==> src/rtl/ram_arbiter_pkg.sv <==
// Shared widths, FSM encodings and port ids for ram_arbiter.
// These macros stand in for the project's define.v.
`ifndef ADDR_WIDTH
`define ADDR_WIDTH 16
`endif
`ifndef DATA_WIDTH
`define DATA_WIDTH 8
`endif
`ifndef STATE_IDLE
`define STATE_IDLE 2'd0
`endif
`ifndef STATE_ISSUE
`define STATE_ISSUE 2'd1
`endif
`ifndef STATE_RESP
`define STATE_RESP 2'd2
`endif
`ifndef PORT_IF
`define PORT_IF 1'b0
`endif
`ifndef PORT_DT
`define PORT_DT 1'b1
`endif

package ram_arbiter_pkg;

  typedef enum logic [1:0] {
    IDLE  = `STATE_IDLE,
    ISSUE = `STATE_ISSUE,
    RESP  = `STATE_RESP
  } state_t;

  localparam logic PORT_IF = `PORT_IF;
  localparam logic PORT_DT = `PORT_DT;

endpackage

==> src/rtl/ram_arbiter.sv <==
// ram_arbiter: shares one single-port RAM between a fetch port and a data port.
// Define RAM_ARB_RR_EN for round-robin tie breaking; otherwise ties go to the data port.
`ifndef ADDR_WIDTH
`define ADDR_WIDTH 16
`endif
`ifndef DATA_WIDTH
`define DATA_WIDTH 8
`endif

// Handshake: a port raises req with wen/addr/wdata and holds it until its
// one-cycle ack; inputs are sampled only in IDLE, and rdata is valid only with ack.
module ram_arbiter
  import ram_arbiter_pkg::*;
(
  input  logic                   clk,
  input  logic                   rst,
  input  logic                   if_req,
  input  logic                   if_wen,
  input  logic [`ADDR_WIDTH-1:0] if_addr,
  input  logic [`DATA_WIDTH-1:0] if_wdata,
  output logic                   if_ack,
  output logic [`DATA_WIDTH-1:0] if_rdata,
  input  logic                   dt_req,
  input  logic                   dt_wen,
  input  logic [`ADDR_WIDTH-1:0] dt_addr,
  input  logic [`DATA_WIDTH-1:0] dt_wdata,
  output logic                   dt_ack,
  output logic [`DATA_WIDTH-1:0] dt_rdata,
  output logic                   ram_en,
  output logic                   ram_wen,
  output logic [`ADDR_WIDTH-1:0] ram_addr,
  output logic [`DATA_WIDTH-1:0] ram_write,
  input  logic [`DATA_WIDTH-1:0] ram_read,
  output logic [1:0]             fsm_state
);

  state_t                 state;
  state_t                 state_next;
  logic                   lat_wen;
  logic [`ADDR_WIDTH-1:0] lat_addr;
  logic [`DATA_WIDTH-1:0] lat_wdata;
  logic                   lat_port;
  logic                   grant_port;
  logic                   sel_wen;
  logic [`ADDR_WIDTH-1:0] sel_addr;
  logic [`DATA_WIDTH-1:0] sel_wdata;
  logic                   take;

`ifdef RAM_ARB_RR_EN
  logic                   last_port;
`endif

  assign take      = (state == IDLE) && (if_req || dt_req);
  assign fsm_state = state;

  always_comb begin
    grant_port = PORT_IF;
    if (dt_req && !if_req) begin
      grant_port = PORT_DT;
    end else if (dt_req && if_req) begin
`ifdef RAM_ARB_RR_EN
      // Tie goes to whichever port was not served last.
      grant_port = (last_port == PORT_DT) ? PORT_IF : PORT_DT;
`else
      grant_port = PORT_DT;
`endif
    end
  end

  always_comb begin
    sel_wen   = if_wen;
    sel_addr  = if_addr;
    sel_wdata = if_wdata;
    if (grant_port == PORT_DT) begin
      sel_wen   = dt_wen;
      sel_addr  = dt_addr;
      sel_wdata = dt_wdata;
    end
  end

  always_ff @(posedge clk) begin
    if (rst) begin
      state     <= IDLE;
      lat_wen   <= 1'b0;
      lat_addr  <= '0;
      lat_wdata <= '0;
      lat_port  <= PORT_IF;
`ifdef RAM_ARB_RR_EN
      last_port <= PORT_DT;
`endif
    end else begin
      state <= state_next;
      if (take) begin
        lat_wen   <= sel_wen;
        lat_addr  <= sel_addr;
        lat_wdata <= sel_wdata;
        lat_port  <= grant_port;
`ifdef RAM_ARB_RR_EN
        last_port <= grant_port;
`endif
      end
    end
  end

  always_comb begin
    state_next = state;
    case (state)
      IDLE:    if (if_req || dt_req) state_next = ISSUE;
      ISSUE:   state_next = RESP;
      RESP:    state_next = IDLE;
      default: state_next = IDLE;
    endcase
  end

  // RAM drive only in ISSUE; ack and read data only in RESP.
  always_comb begin
    ram_en    = 1'b0;
    ram_wen   = 1'b0;
    ram_addr  = '0;
    ram_write = '0;
    if_ack    = 1'b0;
    dt_ack    = 1'b0;
    if_rdata  = '0;
    dt_rdata  = '0;
    if (state == ISSUE) begin
      ram_en    = 1'b1;
      ram_wen   = lat_wen;
      ram_addr  = lat_addr;
      ram_write = lat_wdata;
    end
    if (state == RESP) begin
      if (lat_port == PORT_DT) begin
        dt_ack = 1'b1;
        if (!lat_wen) dt_rdata = ram_read;
      end else begin
        if_ack = 1'b1;
        if (!lat_wen) if_rdata = ram_read;
      end
    end
  end

endmodule

==> config.mk <==
export PLATFORM = sky130hd
export DESIGN_NAME = ram_arbiter
export DESIGN_NICKNAME = d
export VERILOG_FILES = /design/src/rtl/ram_arbiter_pkg.sv /design/src/rtl/ram_arbiter.sv
export SDC_FILE = /design/constraint.sdc
export NUM_CORES = 1
export LEC_CHECK = 0
export ABC_AREA = 1
export BUFFER_PORTS_ARGS = -buffer_cell sky130_fd_sc_hd__buf_2
export CAP_MARGIN = 20
export CORE_MARGIN = 5
export CORE_UTILIZATION = 38
export CTS_CLUSTER_SIZE = 25
export DETAILED_ROUTE_END_ITERATION = 8
export PLACE_DENSITY = 0.76
export SKIP_LAST_GASP = 1
export SLEW_MARGIN = 30
export SYNTH_ARGS = -nofsm -noshare
export SYNTH_HDL_FRONTEND = slang
export SYNTH_SLANG_ARGS = --single-unit
==> constraint.sdc <==
create_clock -name clk -period 1 [get_ports clk]
set_input_delay 0.15 -clock clk [delete_from_list [all_inputs] [get_ports clk]]
set_output_delay 0.15 -clock clk [all_outputs]
set_load 0.01 [all_outputs]
[After elaboration in Yosys (flattened, before gate mapping)]
Cells that the tools add are included.
Storage, ports and cells
  register bits after elaboration: 28
  input bits: 62
  logic and storage cells: 34
Operators by class
  equality and inequality tests: 3
  muxes and demuxes: 20
  reductions and logical operators: 6
Operator list (number)
  8-bit 2-to-1 mux: 7
  16-bit 2-to-1 mux: 2
  1-bit 2-to-1 mux: 9
  2-bit case mux with 2 select lines: 1
  1-bit logical AND: 3
  2-bit by 1-bit equality test with 1-bit output, second input constant: 1
  2-bit equality test, second input constant: 1
  2-bit logical NOT: 1
  2-bit 2-to-1 mux: 1
  2-bit by 1-bit inequality test with 1-bit output, second input constant: 1
  1-bit logical NOT: 1
  1-bit logical OR: 1

[Depth between registers and ports, before layout]
Gate-level depths: netlist of run 1.
  depth after elaboration: 4
  gate-level depth with buffers: 8

[Worst setup path after synthesis of run 1]
Ideal clock, no wire load.
  path kind: flip-flop to output port
  start: register state[0], in the netlist fsm_state[0]
  end: output ram_addr[0]
  arrival time: 1046 ps
  required time: 850 ps
  path slack: -196 ps
  cell stages (with the launch flop): 6
  cell sequence: dfxtp_1 > inv_2 > nor2_2 > inv_2 > buf_2 > nor2_1
On the way
  longest elaborated chain between the ends: 2
RTL lines
  from (decl): line ram_arbiter.sv:37  | state_t state;
  from (signal assigned): line ram_arbiter.sv:92  | state <= state_next;
  2-bit by 1-bit equality test with 1-bit output: line ram_arbiter.sv:125  | if (state == ISSUE) begin
  16-bit 2-to-1 mux: line ram_arbiter.sv:125
  to (decl): line ram_arbiter.sv:31  | output logic [`ADDR_WIDTH-1:0] ram_addr,
Every way passes these cells.

[Final worst setup path of run 1]
  start: register state[0], in the netlist fsm_state[0]
  end: output ram_wen
On the way
  longest elaborated chain between the ends: 2
RTL lines
  2-bit by 1-bit equality test with 1-bit output: line ram_arbiter.sv:125
  1-bit 2-to-1 mux: line ram_arbiter.sv:125
  to (decl): line ram_arbiter.sv:30  | output logic ram_wen,
Every way passes these cells.

==> flow_metrics.tcl, run 1 <==
set metrics [dict create \
    antenna_found_initial 0 \
    synth_area_leaders "dfxtp_1, nand2_1, nor2_1" \
    power.density_nw_per_um2 1140 \
    synth-seq-cells 28 \
    netlist.area_leader.share_pct 33.1 \
    worst_slack_ns -0.475 \
    ys_seq_area_share_pct 33.1 \
    start_util_pct 38.9 \
    path_class "flop to primary output" \
    synth_area_per_cell_um2 5.43 \
    vias 2248 \
    critPathRequiredTime_ns 0.85 \
    hold_viol 0 \
    grt_pass1_wl_um 8970 \
    h-tree-depth 1 \
    busiest_layer "met2" \
    cp_data_arrival_time_ns 1.33 \
    drt_iter0_drc 73 \
    synth_nets 374 \
    p_leak_nw 1.67 \
    cts_max_path_buffers 2 \
    grt.met1_usage_pct 20.0 \
    die_area_um2 5900 \
    violations "negative setup slack" \
    n_antenna_cell 0 \
    clock_latency_ns 0.28 \
    grt_max_degree 27 \
    nNetsFinal 502 \
    cts_buffers 3 \
    grt_use_total_pct 17.8 \
    clock_sinks 28 \
    num_io_pins 108 \
    port-buffer-count 107 \
    peakVddDrop_mv 1.33 \
    path_cells "inv_2 > nor2_4 > inv_6 > buf_4 > nor2_2 > buf_2" \
    clkTransAtPathRegs_ns 0.10 \
    dr.pass1.iters 4 \
    drc_errors 0 \
    dieHeight_um 76.8 \
    max_cap_violations 0 \
    die_x_um 76.8 \
    grt_pass1_vias 2067 \
    nFillCells 323 \
    dp_hpwl_um 4060 \
    syn_to_final_growth_pct 87.7 \
    slowest_stage "dfxtp_4" \
    netlist-cell-type-count 15 \
    crit_path_max_incr_delay_ns 0.39 \
    cts_tree "built" \
    ctsHoldBuffers 0 \
    fin_crit_sh_pct 148 \
    worstMarginPinSlew_ns 0.207 \
    drive_above_1_share_pct 48.5 \
    syn-cell-area_um2 1700 \
    yosysWarningCount 0 \
    use_met2_pct 34.1 \
    core_um2 4350 \
    root_buffer "clkbuf_8" \
    syn_inst 312 \
    rsz0062_at_grt "true" \
    vias_per_cell 4.58 \
    startpoint_type "flop" \
    rows 24 \
    utilization_pct 73.1 \
    hp-class "input pin to flop" \
    path_max_fanout 9 \
    slew_headroom_pct 86.2 \
    setup_violations 72 \
    period_minus_slack_ns 1.48 \
    yosys.area.top_type "dfxtp_1" \
    skew_ns 0.00604 \
    status "finished, violations left" \
    layout_commonest_cell "nand2_1" \
    ant_nets 0 \
    place_ws_ns -0.136 \
    drt_wl_total_um 6280 \
    grt_overflow 0 \
    slew_viol_final 0 \
    final_cell_mix "nand2_1, buf_2, nor2_1" \
    wl_per_cell_um 12.8 \
    max_freq_mhz 678 \
    routabilityCongestion 0.742 \
    worstSetupEndpointType "primary output" \
    grt_use_met3_pct 4.22 \
]
## what timing repair did
action / in CTS / in global routing
gates resized for setup: 22 / 49
pin swaps: 2 / 9
gates cloned: 2 / 6
setup endpoints to repair: 70 / 72
setup buffers: 3 / 3
## report_power, final
group          internal (mW)  switching (mW)
Sequential              1.24          0.0472
Combinational          0.643           0.813
Clock                  0.536           0.366
Total                   2.42            1.23
## cells by family (layout without fill, tap and decap cells)
kind of cell	after synthesis	in the layout	share of synthesized area, %
compound gates	1	1	0.295
buf+inv	48	173	13.7
flops	28	28	33.1
simple gates	235	237	52.9
## metrics by stage
| stage | power [mW] | hold slack [ns] | instance area (um^2) | TNS [ns] | instances |
|---|---|---|---|---|---|
| after CTS | 3.36 | 0.0579 | 2820 | -22.37 | 482 |
| after detailed placement | 2.41 | 0.362 | 2610 | -5.31 | 473 |
| final | 3.64 | 0.0833 | 3180 | -24.17 | 491 |
| after floorplan | 2.07 | 0.213 | 1970 | -0.961 | 312 |
| after global placement | 2.38 | 0.365 | 2610 | -3.96 | 473 |
| after global routing | 3.85 | 0.0778 | 3180 | -28.30 | 491 |
## worst paths after layout
path	cells after the start	to	slack, ns	start
hold / removal	2	fsm_state[0]	0.08	rst
hold reg to reg	4	lat_addr[15]	0.54	lat_addr[15]
setup reg to reg	7	lat_wdata[7]	-0.28	fsm_state[0]
setup / recovery	6	ram_wen	-0.48	fsm_state[0]
## cell type report
type                            count  area, um^2  area share, %
Multi-Input combinational cell    238        1300           40.9
Sequential cell                    28         572           18.0
Inverter                           34         148           4.64
Clock inverter                      1        30.0          0.943
Timing Repair Buffer              135        1030           32.2
Clock buffer                        3        41.3           1.30
Tap cell                           52        65.1           2.04
## cell usage after synthesis, drive strengths merged
master,count
nand2,139
nor2,96
inv,33
dfxtp,28
buf,12
clkbuf,2
a21oi,1
clkinv,1
## worst max-delay path: cells and delay by family (launching register included)
family | cells | cell delay (ns)
buffers and inverters | 4 | 0.43
DFF | 1 | 0.39
and+or+nand+nor | 2 | 0.23
## state kept, by name, summed over array words and instances, names as in the netlist
name	flops
lat_addr	16
lat_wen	1
lat_wdata	8
lat_port	1
fsm_state	2
## metal layers
layer	routed length, um	vias to the layer above	share of wire [%]
met3	364	10	5.8
li1	-	1154	-
met2	3370	75	54
met5	0	-	0
met1	2430	1009	39
met4	112	0	1.8
(Power assumes the default switching activity.)
==> inputs of run 2 (changes only) <==
- ABC_AREA: 1 -> not set
==> run 2 against run 1 <==
Net effect:
- the flow still finishes with violations (negative setup slack)
- clock power fell by 12%
- fmax shrank 2.5%
- combinational power is 6% lower
- total power is 3.6% lower
- sequential power increased by 5%
- area after synthesis decreased by 1.0%
- setup slack got worse by 0.038 ns
- largest power group unchanged
==> flow_metrics.tcl, run 2 <==
set metrics [dict create \
    worstSetupEndpointType "primary output" \
    clkTransAtPathRegs_ns 0.10 \
    violations "negative setup slack" \
    port-buffer-count 107 \
    clock_latency_ns 0.27 \
    synth_area_per_cell_um2 9.17 \
    skew_ns 0.00333 \
    yosys.area_share.xor_xnor_pct 0 \
    die_area_um2 5840 \
    core_um2 4320 \
    netlist.area_leader.share_pct 33.4 \
    worst_slack_ns -0.514 \
    pwr-share-clk_pct 22.6 \
    grt_pass1_vias 1975 \
    power.share.switching_pct 31.3 \
    layout_commonest_cell "buf_2" \
    nNetsFinal 375 \
    critPathRequiredTime_ns 0.85 \
    grt_max_degree 29 \
    hp-class "input pin to flop" \
    antenna_found_initial 0 \
    path_max_fanout 5 \
    cts_buffers 3 \
    p_int_mw 2.41 \
    grt_use_total_pct 19.2 \
    dr.pass1.iters 4 \
    dp_hpwl_um 3680 \
    synth_edf_count 0 \
    fin_crit_sh_pct 151 \
    cts_tree "built" \
    setup_violations 74 \
    synth-simple-area-share_pct 19.3 \
    reg2regPathDepth 8 \
    max_freq_mhz 661 \
    power.density_nw_per_um2 1150 \
    async_flop_share_pct 0 \
    num_io_pins 108 \
    synth_top_family_by_area "compound AO/OA/AOI/OAI gates" \
    slew_headroom_pct 80.5 \
    drt_wl_total_um 5700 \
    grt_pass1_wl_um 9470 \
    syn_inst 183 \
    vias 1833 \
    synth_compound_area_share_pct 25.5 \
    wl_per_cell_um 15.7 \
    ys_top_cells_by_count "dfxtp_1, a21oi_1, and2_1, mux2i_1, a211oi_2" \
    peakVddDrop_mv 0.643 \
    die_x_um 76.5 \
    final_cell_mix "buf_2, mux2i_1, dfxtp_1" \
    yosysWarningCount 0 \
    hold_viol 0 \
    rsz0062_at_grt "true" \
    h-tree-depth 1 \
    syn_to_final_growth_pct 81.7 \
    root_buffer "clkbuf_8" \
    yosys.area.top_type "dfxtp_1" \
    drt_iter0_drc 51 \
    synth-seq-cells 28 \
    routabilityCongestion 0.664 \
    cts_max_path_buffers 2 \
    startpoint_type "flop" \
    vias_per_cell 5.04 \
    synth_flop_cell "dfxtp_1" \
    power_switching_mw 1.10 \
    start_util_pct 38.8 \
    worstMarginPinSlew_ns 0.292 \
    ys_seq_area_share_pct 33.4 \
    reg2reg_slack_ns -0.42 \
    yosys.area_share.adder_pct 0 \
    grt_overflow 0 \
    drive_above_1_share_pct 75.3 \
    p_comb_share_pct 38.9 \
    period_minus_slack_ns 1.51 \
    syn-cell-area_um2 1680 \
    synth_area_leaders "dfxtp_1, a211oi_2, mux2i_1" \
    synthMostInstantiatedCell "dfxtp_1" \
    n_antenna_cell 0 \
    path_class "flop to primary output" \
    rows 24 \
    whs_ns 0.167 \
    slew_viol_final 0 \
    largest_reg_flops 16 \
    clock_sinks 28 \
    netlist-cell-type-count 20 \
    power.total_mw 3.51 \
    regMostFlops "lat_addr" \
    cp_data_arrival_time_ns 1.36 \
    p_leak_nw 1.45 \
    ctsHoldBuffers 0 \
    muxShareOfSynthArea_pct 14.9 \
    max_cap_violations 0 \
    ant_nets 0 \
    dieHeight_um 76.5 \
    drc_errors 0 \
    holdPathStages 3 \
    synth_nets 245 \
    seqPwrFrac_pct 38.5 \
    status "finished, violations left" \
]
run 2: changes by cell type after synthesis, sizes merged, moves of 3 or more:
cell	delta
clkbuf	+7
buf	-3
a21oi	+25
mux2i	+25
nor2	-79
and2	+26
a211oi	+25
nand2	-138
nor2b	+3
nand2b	+8
inv	-31
run 2: cell type report:
class / instances / area, um^2
multi-input cells: 139 / 1350
fillers: 338 / 1280
repair buffers: 139 / 990
flip-flops and latches: 28 / 569
clock buffers: 4 / 66.3
well taps: 52 / 65.1
inverters: 2 / 10.0
run 2: worst max-delay path: stages, from the launching register on:
cell     delay (ns)
dfxtp_4        0.38
or3b_4         0.48
nor2_4         0.14
buf_6          0.10
run 2: cells by family after synthesis:
| family | count (synthesis) |
|---|---|
| AND/OR/NAND/NOR | 58 |
| AO/OA/AOI/OAI | 52 |
| buffers and inverters | 20 |
| multiplexers | 25 |
| flip-flops | 28 |
run 2: power by group through the flow:
| stage | Sequential (mW) | Clock, mW | Combinational [mW] |
|---|---|---|---|
| after floorplan | 1.32 | 0 | 0.707 |
| after global placement | 1.33 | 0 | 0.982 |
| after detailed placement | 1.34 | 0 | 1.01 |
| after CTS | 1.34 | 0.831 | 1.32 |
| after global routing | 1.37 | 0.867 | 1.47 |
| final | 1.35 | 0.793 | 1.37 |
run 2: worst paths after layout:
path,to,startpoint
worst max-delay path,if_rdata[5],fsm_state[1]
worst min-delay path,lat_port,if_req
worst max register to register,lat_wdata[1],fsm_state[1]
worst min register to register,lat_wdata[2],lat_wdata[2]
run 2: repair_timing:
item,CTS,global route
pin swaps,26,8
resized for setup,62,19
endpoints found under the setup margin,74,74
gates cloned,7,0
setup buffers,8,4
run 2: routing by layer:
metal / up-vias / track usage [%] / routed length (um) / share of wire [%]
met3: 4 / 4.37 / 393 / 6.9
li1: 905 / - / - / -
met1: 859 / 22.6 / 2300 / 40
met5: - / 0 / 0 / 0
met2: 65 / 35.6 / 2970 / 52
met4: 0 / 3.32 / 39 / 0.68
run 2: stage by stage:
step                      worst slack [ns]  std cells  setup TNS (ns)  instance area, um^2  util (%)
final                               -0.514        364          -30.64                 3050      70.5
after global routing                -0.567        364          -34.98                 3050      70.5
after CTS                           -0.509        363          -30.46                 2980      68.8
after detailed placement            -0.293        344          -15.26                 2510      58.1
after global placement              -0.247        344          -14.17                 2510      58.1
after floorplan                     -0.243        183           -8.34                 1880         -
==> inputs of run 3 (changes only) <==
- CORE_UTILIZATION: 38 -> 46
- PLACE_DENSITY: 0.76 -> 0.86
- TNS_END_PERCENT: not set -> 5
- clock period: 1 -> 1.8 ns (I/O delays scaled with it)
==> run 3 against run 2 <==
Net effect:
- the flow now finishes without violations
- clock power fell by 53%
- setup slack improved by 0.66 ns
- first-iteration DRC count rose by 94%
==> flow_metrics.tcl, run 3 (synthesis results as in run 2) <==
set metrics [dict create \
    n_antenna_cell 0 \
    hold_viol 0 \
    cts_setup_buffers 0 \
    reg2reg_to "lat_wdata[3]" \
    final_cell_mix "buf_2, dfxtp_1, a21oi_1" \
    num_io_pins 108 \
    routabilityCongestion 0.775 \
    die_x_um 70.4 \
    path_max_fanout 9 \
    worst_slack_ns 0.147 \
    cp_data_arrival_time_ns 1.38 \
    drc_errors 0 \
    grt_use_total_pct 17.6 \
    path_class "flop to primary output" \
    worstMarginPinSlew_ns 0.718 \
    reg2regPathDepth 3 \
    dp_hpwl_um 3410 \
    max_cap_violations 0 \
    clkTransAtPathRegs_ns 0.09 \
    skew_ns 0.00572 \
    cts_tree "built" \
    power.density_nw_per_um2 687 \
    cts_buffers 3 \
    die_area_um2 4960 \
    cts_max_path_buffers 2 \
    worstHoldEndpoint "lat_port" \
    root_buffer "clkbuf_8" \
    grt_pass1_vias 1676 \
    peakVddDrop_mv 0.385 \
    place_ws_ns 0.315 \
    drive_above_1_share_pct 50.0 \
    port-buffer-count 107 \
    min_from "if_req" \
    reg2reg_slack_ns 0.60 \
    slew_headroom_pct 52.2 \
    vias_per_cell 5.05 \
    core_um2 3610 \
    max_freq_mhz 605 \
    hp-class "input pin to flop" \
    reg2reg_from "fsm_state[0]" \
    grt_pass1_wl_um 7380 \
    critPathRequiredTime_ns 1.53 \
    power.total_mw 1.56 \
    holdPathStages 3 \
    clock_latency_ns 0.27 \
    wl_met1_um 1800 \
    antenna_found_initial 0 \
    start_util_pct 46.5 \
    layout_commonest_cell "buf_2" \
    ant_nets 0 \
    fin_crit_sh_pct 91.8 \
    p_leak_nw 1.18 \
    drt_iter0_drc 99 \
    wl_met3_um 411 \
    dieHeight_um 70.4 \
    grt_max_degree 29 \
    period_minus_slack_ns 1.65 \
    nNetsFinal 345 \
    vias 1666 \
    route.met2.wl_um 2190 \
    worstSetupEndpointType "primary output" \
    top_layer "met4" \
    drt_wl_total_um 4410 \
    largest_reg_flops 16 \
    wl_per_cell_um 13.4 \
    dr.pass1.iters 4 \
    startpoint_type "flop" \
    slew_viol_final 0 \
    rsz0062_at_grt "false" \
    regMostFlops "lat_addr" \
    h-tree-depth 1 \
    final.setup.tns_ns 0 \
    syn_to_final_growth_pct 35.3 \
    grt_overflow 0 \
    rows 22 \
    status "completed" \
    setup_violations 0 \
    clock_sinks 28 \
]
[run 3: cell count changes in the layout (fill, tap and decap cells not counted), sizes merged]
cell / before / now
and2: 29 / 26
buf: 139 / 113
or3b: 2 / 1
[run 3: how the worst max path moves through the flow]
stage	start	end	slack, ns	depth (start not counted)
6_report	fsm_state[1]	if_rdata[4]	0.15	3
5_1_grt	fsm_state[1]	if_rdata[0]	0.08	3
4_1_cts	fsm_state[1]	if_rdata[4]	0.01	3
3_5_place_dp	fsm_state[1]	if_rdata[4]	0.32	3
3_3_place_gp	fsm_state[1]	if_rdata[0]	0.36	3
2_1_floorplan	fsm_state[1]	if_rdata[0]	0.30	3
[run 3: what timing repair did]
action,in CTS,in global routing
endpoints found under the setup margin,0,8
hold buffers,0,0
gates resized for setup,0,1
[run 3: through the flow]
step | std cells | area (um^2) | util (%) | hold WS, ns
floorplan | 183 | 1680 | - | 0.465
global placement | 326 | 2210 | 61.4 | 0.506
detailed placement | 326 | 2210 | 61.4 | 0.512
CTS | 330 | 2270 | 62.9 | 0.311
global route | 330 | 2270 | 63.0 | 0.306
finish | 330 | 2270 | 63.0 | 0.311
[run 3: where the power goes]
group	switching [mW]	total, mW	internal, mW
sequential	0.0375	0.727	0.690
combinational	0.240	0.459	0.219
clock	0.180	0.375	0.195
[run 3: critical path, cell delays in order (launching register included)]
cell     delay (ns)
dfxtp_1        0.40
or3b_4         0.45
nor2_1         0.13
buf_2          0.14
[run 3: metal layers]
| layer | GRT usage [%] | vias up |
|---|---|---|
| met4 | 3.19 | 0 |
| met2 | 31.6 | 64 |
| met3 | 5.32 | 2 |
| met1 | 20.7 | 761 |
| met5 | 0 | - |
| li1 | - | 839 |
[run 3: final cells by class]
type                       count  area [um^2]
timing repair buffer         113          581
clock buffer                   4         55.1
sequential                    28          561
multi-input combinational    135         1010
tap                           48         60.1
fill                         354         1340
inverter                       2         7.51
